--- src/rtl/job_dispatcher.sv ---
// Single-command dispatcher: hands one job at a time to a counter engine,
// measures issue-to-done latency with a timeout, and returns a tagged response.
module job_dispatcher #(
  parameter int unsigned TIMEOUT_CYCLES = 1024,
  parameter int unsigned ID_W           = 4
) (
  input  logic            clk,
  input  logic            rst,
  input  logic            cmd_valid,
  output logic            cmd_ready,
  input  logic [31:0]     cmd_n,
  input  logic [ID_W-1:0] cmd_id,
  output logic            eng_start,
  output logic [31:0]     eng_n,
  input  logic            eng_done,
  output logic            rsp_valid,
  input  logic            rsp_ready,
  output logic [ID_W-1:0] rsp_id,
  output logic [31:0]     rsp_cycles,
  output logic            rsp_timeout,
  output logic            err_sticky,
  output logic [1:0]      state_out
);

  typedef enum logic [1:0] {
    S_IDLE    = 2'd0,
    S_ISSUE   = 2'd1,
    S_RELEASE = 2'd2,
    S_RESP    = 2'd3
  } state_e;

  localparam logic [31:0] TIMEOUT_LIM = 32'(TIMEOUT_CYCLES);
  localparam logic [31:0] CNT_MAX     = '1;

  state_e          state_q, state_d;
  logic [31:0]     cnt_q, cnt_d;
  logic [31:0]     eng_n_q, eng_n_d;
  logic [31:0]     cycles_q, cycles_d;
  logic [ID_W-1:0] id_q, id_d;
  logic            timeout_q, timeout_d;
  logic            err_q, err_d;

  always_ff @(posedge clk or posedge rst) begin
    if (rst) begin
      state_q   <= S_IDLE;
      cnt_q     <= '0;
      eng_n_q   <= '0;
      cycles_q  <= '0;
      id_q      <= '0;
      timeout_q <= 1'b0;
      err_q     <= 1'b0;
    end else begin
      state_q   <= state_d;
      cnt_q     <= cnt_d;
      eng_n_q   <= eng_n_d;
      cycles_q  <= cycles_d;
      id_q      <= id_d;
      timeout_q <= timeout_d;
      err_q     <= err_d;
    end
  end

  always_comb begin
    state_d   = state_q;
    cnt_d     = cnt_q;
    eng_n_d   = eng_n_q;
    cycles_d  = cycles_q;
    id_d      = id_q;
    timeout_d = timeout_q;
    err_d     = err_q;
    unique case (state_q)
      S_IDLE: begin
        // cmd_ready is 1 throughout IDLE, so cmd_valid alone completes the handshake
        if (cmd_valid) begin
          eng_n_d   = cmd_n;
          id_d      = cmd_id;
          cnt_d     = '0;
          timeout_d = 1'b0;
          state_d   = S_ISSUE;
        end
      end
      S_ISSUE: begin
        // done wins over timeout when both would fire on the same edge
        if (eng_done) begin
          cycles_d = cnt_q;
          state_d  = S_RELEASE;
        end else if (cnt_q == TIMEOUT_LIM) begin
          timeout_d = 1'b1;
          err_d     = 1'b1;
          cycles_d  = TIMEOUT_LIM;
          state_d   = S_RESP;
        end else if (cnt_q != CNT_MAX) begin
          cnt_d = cnt_q + 32'd1;
        end
      end
      S_RELEASE: begin
        if (!eng_done) state_d = S_RESP;
      end
      S_RESP: begin
        if (rsp_ready) state_d = S_IDLE;
      end
      default: state_d = S_IDLE;
    endcase
  end

  assign cmd_ready   = (state_q == S_IDLE);
  assign eng_start   = (state_q == S_ISSUE);
  assign rsp_valid   = (state_q == S_RESP);
  assign state_out   = state_q;
  assign eng_n       = eng_n_q;
  assign rsp_id      = id_q;
  assign rsp_cycles  = cycles_q;
  assign rsp_timeout = timeout_q;
  assign err_sticky  = err_q;

endmodule

--- config.mk ---
export PLATFORM = sky130hd
export DESIGN_NAME = job_dispatcher
export DESIGN_NICKNAME = d
export VERILOG_FILES = /design/src/rtl/job_dispatcher.sv
export SDC_FILE = /design/constraint.sdc
export NUM_CORES = 1
export LEC_CHECK = 0
export CAP_MARGIN = 40
export CORE_ASPECT_RATIO = 0.8
export CORE_MARGIN = 4
export CORE_UTILIZATION = 46
export CTS_BUF_LIST = sky130_fd_sc_hd__clkbuf_8
export CTS_CLUSTER_DIAMETER = 120
export DETAILED_ROUTE_END_ITERATION = 10
export GPL_TIMING_DRIVEN = 0
export PLACE_DENSITY = 0.76
export SETUP_SLACK_MARGIN = 0.4
export SLEW_MARGIN = 20
export SYNTH_ARGS = -nofsm -noshare
export SYNTH_HDL_FRONTEND = slang
export SYNTH_SLANG_ARGS = --single-unit
--- constraint.sdc ---
create_clock -name clk -period 3.6 [get_ports clk]
set_clock_uncertainty 0.2 [all_clocks]
set_input_delay 0.72 -clock clk [delete_from_list [all_inputs] [get_ports clk]]
set_output_delay 0.72 -clock clk [all_outputs]
set_load 0.02 [all_outputs]
==> results of run 1 <==
## registers in the layout, indices dropped and copies added (netlist names)
name / cells
rsp_id: 4
err_sticky: 1
eng_n: 32
rsp_timeout: 1
state_out: 2
cnt_q: 32
rsp_cycles: 32
## routing by layer
layer / wire length [um] / track usage / share of wire / vias up
li1: - / - / - / 1834
met1: 5431 / 0.2998 / 0.42 / 1979
met2: 6093 / 0.3338 / 0.47 / 190
met3: 984 / 0.04762 / 0.076 / 37
met4: 368 / 0.09475 / 0.029 / 0
met5: 0 / 0 / 0 / -
## kinds of logic (layout without fill, tap and decap cells)
group	count (synthesis)	after routing	synth area share
simple gates	100	100	0.1216
mux	39	39	0.09245
fa+ha+maj	6	6	0.01589
flops	104	104	0.5510
buf+inv	43	177	0.04212
compound gates	120	120	0.1770
## layout make-up
type,count,area (um^2),share of cell area
clock buffers,11,151.4,0.02388
inverters,12,48.80,0.007697
flip-flops and latches,104,2603,0.4105
plain buffers,31,153.9,0.02427
multi-input cells,265,1922,0.3031
clock inverters,5,80.08,0.01263
well taps,136,170.2,0.02684
repair buffers,118,1211,0.1910
## worst min-delay path by stage
stage / from / end / slack, ns / cells after the start
2_1_floorplan: cnt_q[29] / cnt_q[29] / 0.29 / 1
3_3_place_gp: err_sticky / err_sticky / 0.24 / 1
3_5_place_dp: err_sticky / err_sticky / 0.25 / 1
4_1_cts: err_sticky / err_sticky / 0.27 / 1
5_1_grt: err_sticky / err_sticky / 0.31 / 1
6_report: err_sticky / err_sticky / 0.27 / 1
## synthesized netlist by cell type (all sizes together), types with 6 or more instances
cell	instances
nand2	20
nand3	9
o21ai	14
ha	6
dfrtp	104
a31oi	52
a22o	31
nand2b	12
buf	9
inv	12
nor2	7
clkbuf	22
nand4	9
nor4	11
mux2	37
nor3	11
a21oi	9
and3	11
## worst max-delay path: stages, from the launching register on
cell and delay, ns:
sky130_fd_sc_hd__dfrtp_1 0.45, sky130_fd_sc_hd__inv_1 0.11, sky130_fd_sc_hd__ha_1 0.16, sky130_fd_sc_hd__clkbuf_1 0.37
sky130_fd_sc_hd__inv_1 0.23, sky130_fd_sc_hd__nor2_1 0.25, sky130_fd_sc_hd__o211a_1 0.22, sky130_fd_sc_hd__clkbuf_1 0.48
sky130_fd_sc_hd__a31oi_1 0.16, sky130_fd_sc_hd__a31oi_1 0.19
## per-stage QoR
stage / total power [mW] / hold slack (ns)
global placement: 3.528 / 0.2437
detailed placement: 3.604 / 0.2468
global route: 4.632 / 0.3128
CTS: 4.433 / 0.2690
finish: 4.406 / 0.2650
floorplan: 2.718 / 0.2871
## where the power goes
group | internal [mW] | switching, mW | total [mW]
clock | 0.428 | 0.396 | 0.824
combinational | 0.900 | 1.06 | 1.96
sequential | 1.44 | 0.181 | 1.63
total | 2.77 | 1.63 | 4.41
==> impl_metrics.xml, run 1 <==
<?xml version="1.0" encoding="UTF-8"?>
<metrics>
  <group name="status">
    <metric name="run_status" unit="">finished, final reports clean</metric>
  </group>
  <group name="place">
    <metric name="gp_routability_congestion" unit="">0.8914</metric>
    <metric name="preCtsSetupSlack" unit="ns">0.5717</metric>
    <metric name="port-buffer-count" unit="">115</metric>
    <metric name="place_inst" unit="">666</metric>
    <metric name="dpl-instance-area" unit="um^2">6108</metric>
    <metric name="place_hpwl" unit="um">9387</metric>
  </group>
  <group name="worst_setup_path">
    <metric name="cp-endpoint" unit="">cnt_q[13]</metric>
    <metric name="rrSetupSlack" unit="ns">0.70</metric>
    <metric name="arrival" unit="ns">3.00</metric>
    <metric name="worst-r2r-cell-count" unit="">9</metric>
    <metric name="worst_setup_path_start_kind" unit="">flip-flop</metric>
    <metric name="regToRegStartpoint" unit="">state_out[1]</metric>
    <metric name="cp_data_required_time" unit="ns">3.70</metric>
    <metric name="worst-path-max-fanout" unit="">10</metric>
    <metric name="startpoint" unit="">state_out[1]</metric>
    <metric name="r2r_end" unit="">cnt_q[13]</metric>
    <metric name="worstSetupEndpointType" unit="">flip-flop</metric>
    <metric name="timing_worst_setup_path_type" unit="">reg2reg</metric>
  </group>
  <group name="layout">
    <metric name="fin_area" unit="um^2">6340</metric>
    <metric name="antenna_cells" unit="">0</metric>
    <metric name="final_common_cell" unit="">sky130_fd_sc_hd__clkdlybuf4s50_1</metric>
    <metric name="share_of_cells_above_drive_strength_1" unit="">0.1245</metric>
    <metric name="finish.cell_count_without_fillers" unit="">682</metric>
    <metric name="layout.core_utilization" unit="">0.6463</metric>
    <metric name="most-common-layout-cells" unit="">sky130_fd_sc_hd__clkdlybuf4s50_1 (115), sky130_fd_sc_hd__dfrtp_1 (104), sky130_fd_sc_hd__a31oi_1 (52)</metric>
    <metric name="area_growth" unit="%">34.23</metric>
    <metric name="layout.filler_cells" unit="">792</metric>
    <metric name="final_nets" unit="">588</metric>
  </group>
  <group name="clock_tree">
    <metric name="htree_num_levels" unit="">3</metric>
    <metric name="hold_buffers" unit="">0</metric>
    <metric name="cts.root.buffer_cell" unit="">sky130_fd_sc_hd__clkbuf_8</metric>
    <metric name="postCtsResizedCells" unit="">0</metric>
    <metric name="clock-sinks" unit="">104</metric>
    <metric name="worst_skew_pair.late_latency" unit="ns">0.39</metric>
    <metric name="tritoncts" unit="">done</metric>
    <metric name="clock_path_buffers" unit="">2</metric>
    <metric name="clkTransAtPathRegs" unit="ns">0.09</metric>
    <metric name="inserted_clock_buffers" unit="">9</metric>
    <metric name="cts.repair_timing.setup_buffer_count" unit="">0</metric>
  </group>
  <group name="die">
    <metric name="dieWidth" unit="um">121.3</metric>
    <metric name="rows" unit="">32</metric>
    <metric name="overall_die_height" unit="um">98.64</metric>
    <metric name="die_area" unit="um^2">11960</metric>
    <metric name="io_pins" unit="">116</metric>
    <metric name="initial_cell_density_of_the_core" unit="">0.4815</metric>
    <metric name="coreArea" unit="um^2">9809</metric>
  </group>
  <group name="sta">
    <metric name="slew-limit-headroom" unit="">0.5496</metric>
    <metric name="setup-violations-final" unit="">0</metric>
    <metric name="unrepaired_setup_endpoints_after_global_routing" unit="">no</metric>
    <metric name="final-hold-violation-count" unit="">0</metric>
    <metric name="post-route-period-util" unit="">0.8054</metric>
    <metric name="clock.fmax" unit="MHz">344.9</metric>
    <metric name="report.final.slew_viol_count" unit="">0</metric>
    <metric name="fin_ws" unit="ns">0.7007</metric>
    <metric name="finalCriticalPeriod" unit="ns">2.899</metric>
    <metric name="fin_setup_tns" unit="ns">0</metric>
    <metric name="worst-slew-pin-transition" unit="ns">0.6757</metric>
  </group>
  <group name="flow_run">
    <metric name="max_cap_violation_count" unit="">0</metric>
  </group>
  <group name="synthesis">
    <metric name="post-synth-top-area-cell" unit="">sky130_fd_sc_hd__dfrtp_1</metric>
    <metric name="yosysWarningCount" unit="">0</metric>
    <metric name="postSynthAreaPerCell" unit="um^2">11.46</metric>
    <metric name="syn-cell-area" unit="um^2">4723</metric>
    <metric name="yosys_register_bits" unit="">104</metric>
    <metric name="fraction_of_registers_with_async_set_reset" unit="">1.000</metric>
    <metric name="post_synth_inst_count" unit="">412</metric>
    <metric name="synth-edff-count" unit="">0</metric>
    <metric name="post-synth-top-area-fraction" unit="">0.5510</metric>
    <metric name="synth_area_leaders" unit="">sky130_fd_sc_hd__dfrtp_1 (55%), sky130_fd_sc_hd__mux2_2 (8.8%), sky130_fd_sc_hd__a31oi_1 (6.9%)</metric>
    <metric name="synth_nets" unit="">459</metric>
    <metric name="synth_ff_type" unit="">sky130_fd_sc_hd__dfrtp_1</metric>
    <metric name="seq_area_frac_synth" unit="">0.5510</metric>
    <metric name="yosysUniqueCellTypes" unit="">40</metric>
  </group>
  <group name="power_and_ir_drop">
    <metric name="peakVddDrop" unit="uV">339.2</metric>
    <metric name="power-per-cell-area" unit="nW/um^2">695.0</metric>
    <metric name="lkg_pwr" unit="nW">2.670</metric>
  </group>
  <group name="detailed_routing">
    <metric name="antenna_violating_nets_post_route" unit="">0</metric>
    <metric name="detailroute.via_count" unit="">4040</metric>
    <metric name="totalWireLength" unit="um">12880</metric>
    <metric name="detail_route.wl_per_cell" unit="um">18.88</metric>
    <metric name="drt_first_iter_violations" unit="">411</metric>
    <metric name="drc_errors" unit="">0</metric>
    <metric name="post_drt_via_cell_ratio" unit="">5.924</metric>
    <metric name="drt_pass1_iterations" unit="">5</metric>
  </group>
  <group name="min_path">
    <metric name="timing.hold.worst.class" unit="">reg2reg</metric>
  </group>
  <group name="global_route">
    <metric name="first_pass_grt_wire_length" unit="um">20780</metric>
    <metric name="grt_overflow" unit="">0</metric>
    <metric name="antenna_found_initial" unit="">0</metric>
    <metric name="total_grt_usage" unit="">0.2179</metric>
    <metric name="grt_pass1_vias" unit="">3973</metric>
    <metric name="grt_start_max_net_pins" unit="">34</metric>
  </group>
</metrics>
Power figures use the tool's default switching activity.
==> run 2, diff against run 1 <==
==> constraint.sdc (replaced) <==
create_clock -name clk -period 2.35 [get_ports clk]
set_clock_uncertainty 0.2 [all_clocks]
set_input_delay 0.47 -clock clk [delete_from_list [all_inputs] [get_ports clk]]
set_output_delay 0.47 -clock clk [all_outputs]
set_load 0.02 [all_outputs]
==> run 2 against run 1 <==
  * The flow now finishes with violations (negative setup slack)
  * Worst setup slack worse by 0.83 ns
  * Sequential cell count did not move
  * First-iteration DRC count grew 25%
  * Highest routed layer unchanged
  * Sequential power is 55% higher
  * Die area unchanged
  * Core utilization is 11 points higher
  * Hold slack got worse by 0.015 ns
==> impl_metrics.xml, run 2 (synthesized netlist as in run 1, its figures left out) <==
<?xml version="1.0" encoding="UTF-8"?>
<metrics>
  <group name="place">
    <metric name="place_hpwl" unit="um">9565</metric>
    <metric name="port-buffer-count" unit="">115</metric>
    <metric name="gp_routability_congestion" unit="">0.8986</metric>
    <metric name="dpl-instance-area" unit="um^2">6192</metric>
  </group>
  <group name="flow_run">
    <metric name="max_cap_violation_count" unit="">0</metric>
  </group>
  <group name="die">
    <metric name="dieWidth" unit="um">121.3</metric>
    <metric name="rows" unit="">32</metric>
    <metric name="coreArea" unit="um^2">9809</metric>
    <metric name="initial_cell_density_of_the_core" unit="">0.4815</metric>
    <metric name="overall_die_height" unit="um">98.64</metric>
    <metric name="io_pins" unit="">116</metric>
    <metric name="die_area" unit="um^2">11960</metric>
  </group>
  <group name="clock_tree">
    <metric name="cts.root.buffer_cell" unit="">sky130_fd_sc_hd__clkbuf_8</metric>
    <metric name="inserted_clock_buffers" unit="">9</metric>
    <metric name="clock_path_buffers" unit="">2</metric>
    <metric name="worst_skew_pair.late_latency" unit="ns">0.38</metric>
    <metric name="clock-sinks" unit="">104</metric>
    <metric name="clkTransAtPathRegs" unit="ns">0.10</metric>
    <metric name="tritoncts" unit="">done</metric>
    <metric name="htree_num_levels" unit="">3</metric>
    <metric name="hold_buffers" unit="">0</metric>
  </group>
  <group name="global_route">
    <metric name="antenna_found_initial" unit="">0</metric>
    <metric name="total_grt_usage" unit="">0.2402</metric>
    <metric name="grt_overflow" unit="">0</metric>
    <metric name="grt_pass1_vias" unit="">4202</metric>
    <metric name="first_pass_grt_wire_length" unit="um">22510</metric>
    <metric name="grt_start_max_net_pins" unit="">35</metric>
  </group>
  <group name="worst_setup_path">
    <metric name="critical-path-max-stage-delay" unit="ns">0.45</metric>
    <metric name="critical_path.cell_chain" unit="">ha_4, nand3_4, or4_4, buf_6, buf_4, nor4_1, nand2b_1, a31oi_1</metric>
    <metric name="arrival" unit="ns">2.54</metric>
    <metric name="timing_worst_setup_path_type" unit="">reg2reg</metric>
    <metric name="worst-path-max-fanout" unit="">7</metric>
    <metric name="worstSetupEndpointType" unit="">flip-flop</metric>
    <metric name="worst_setup_path_start_kind" unit="">flip-flop</metric>
    <metric name="crit_path_slowest_cell" unit="">sky130_fd_sc_hd__or4_4</metric>
    <metric name="cp_data_required_time" unit="ns">2.41</metric>
  </group>
  <group name="sta">
    <metric name="fin_hold_ws" unit="ns">0.2502</metric>
    <metric name="slew-limit-headroom" unit="">0.5623</metric>
    <metric name="setup-violations-final" unit="">51</metric>
    <metric name="fin_ws" unit="ns">-0.1336</metric>
    <metric name="unrepaired_setup_endpoints_after_global_routing" unit="">yes</metric>
    <metric name="report.final.slew_viol_count" unit="">0</metric>
    <metric name="post-route-period-util" unit="">1.057</metric>
    <metric name="worst-slew-pin-transition" unit="ns">0.6505</metric>
    <metric name="final-hold-violation-count" unit="">0</metric>
    <metric name="finalCriticalPeriod" unit="ns">2.484</metric>
    <metric name="fin_setup_tns" unit="ns">-2.910</metric>
    <metric name="clock.fmax" unit="MHz">402.6</metric>
  </group>
  <group name="detailed_routing">
    <metric name="drt_first_iter_violations" unit="">515</metric>
    <metric name="totalWireLength" unit="um">16170</metric>
    <metric name="antenna_violating_nets_post_route" unit="">0</metric>
    <metric name="detailroute.via_count" unit="">4570</metric>
    <metric name="drc_errors" unit="">0</metric>
    <metric name="detail_route.wl_per_cell" unit="um">22.18</metric>
    <metric name="post_drt_via_cell_ratio" unit="">6.269</metric>
    <metric name="drt_pass1_iterations" unit="">5</metric>
  </group>
  <group name="layout">
    <metric name="fin_area" unit="um^2">7443</metric>
    <metric name="area_growth" unit="%">57.59</metric>
    <metric name="most-common-layout-cells" unit="">sky130_fd_sc_hd__dfrtp_1 (89), sky130_fd_sc_hd__dlygate4sd2_1 (70), sky130_fd_sc_hd__clkdlybuf4s50_1 (40)</metric>
    <metric name="layout.core_utilization" unit="">0.7588</metric>
    <metric name="layout.filler_cells" unit="">650</metric>
    <metric name="final_nets" unit="">636</metric>
    <metric name="share_of_cells_above_drive_strength_1" unit="">0.3642</metric>
    <metric name="final_common_cell" unit="">sky130_fd_sc_hd__dfrtp_1</metric>
    <metric name="antenna_cells" unit="">0</metric>
  </group>
  <group name="power_and_ir_drop">
    <metric name="lkg_pwr" unit="nW">3.341</metric>
    <metric name="power-per-cell-area" unit="nW/um^2">990.2</metric>
    <metric name="peakVddDrop" unit="uV">823.1</metric>
  </group>
  <group name="status">
    <metric name="violations" unit="">negative setup slack</metric>
    <metric name="run_status" unit="">finished with violations</metric>
  </group>
  <group name="min_path">
    <metric name="timing.hold.worst.class" unit="">in2async</metric>
  </group>
</metrics>
-- run 2: changes by cell type in the layout (fill, tap and decap cells not counted), sizes merged --
cell and delta:
dlygate4sd2 +70, clkinvlp -1, clkdlybuf4s50 -75, clkinv +1, inv +1, clkbuf -4, buf +55
-- run 2: layout make-up --
cell class                 instances  area (um^2)  share of cell area
multi-input combinational        265         2559              0.3438
tap                              136        170.2             0.02286
clock inverter                     6        77.57             0.01042
sequential                       104         2621              0.3522
clock buffer                       9        123.9             0.01664
timing repair buffer             166         1572              0.2111
buffer                            31        266.5             0.03580
inverter                          12        53.80            0.007228
-- run 2: through the flow --
step | worst slack, ns | cells | power, mW
final | -0.1336 | 729 | 7.370
after global routing | -0.1935 | 729 | 7.713
after CTS | 0.004270 | 707 | 6.644
after detailed placement | -0.3456 | 666 | 5.577
after global placement | -0.7509 | 663 | 5.474
after floorplan | 0.04719 | 412 | 4.213
-- run 2: routing by layer --
metal,vias to the layer above,GRT usage,part of all wire
met1,2278,0.3440,0.39
met2,299,0.3682,0.48
met3,78,0.05336,0.096
met5,-,0,0
li1,1915,-,-
met4,0,0.07063,0.038
-- run 2: what timing repair did --
action | 4_1_cts | 5_1_grt
endpoints found under the setup margin | 173 | 102
cloned | 1 | 3
gates resized for setup | 123 | 118
buffers inserted | 25 | 19
pin swaps | 7 | 27
-- run 2: worst paths after layout --
path | start | end | slack, ns | cells after the start
max in group asynchronous | rst | state_out[1] | 1.17 | 3
max reg2reg | cnt_q[0] | cnt_q[28] | -0.13 | 8
max | cnt_q[0] | cnt_q[28] | -0.13 | 8
min in group clk | rsp_cycles[27] | rsp_cycles[27] | 0.31 | 1
min | rst | cnt_q[31] | 0.25 | 2
min reg2reg | rsp_cycles[27] | rsp_cycles[27] | 0.31 | 1
-- run 2: worst max-delay path: cells and delay by family (launching register included) --
family	cells	cell delay (ns)
adders and majority gates	1	0.17
AOI/OAI and AO/OA	1	0.09
buffers and inverters	2	0.32
DFF	1	0.44
and+or+nand+nor	4	1.13
-- run 2: power breakdown --
group          internal [mW]  switching [mW]
clock network          0.584           0.610
registers               2.22           0.306
logic                   1.61            2.04
total                   4.42            2.95
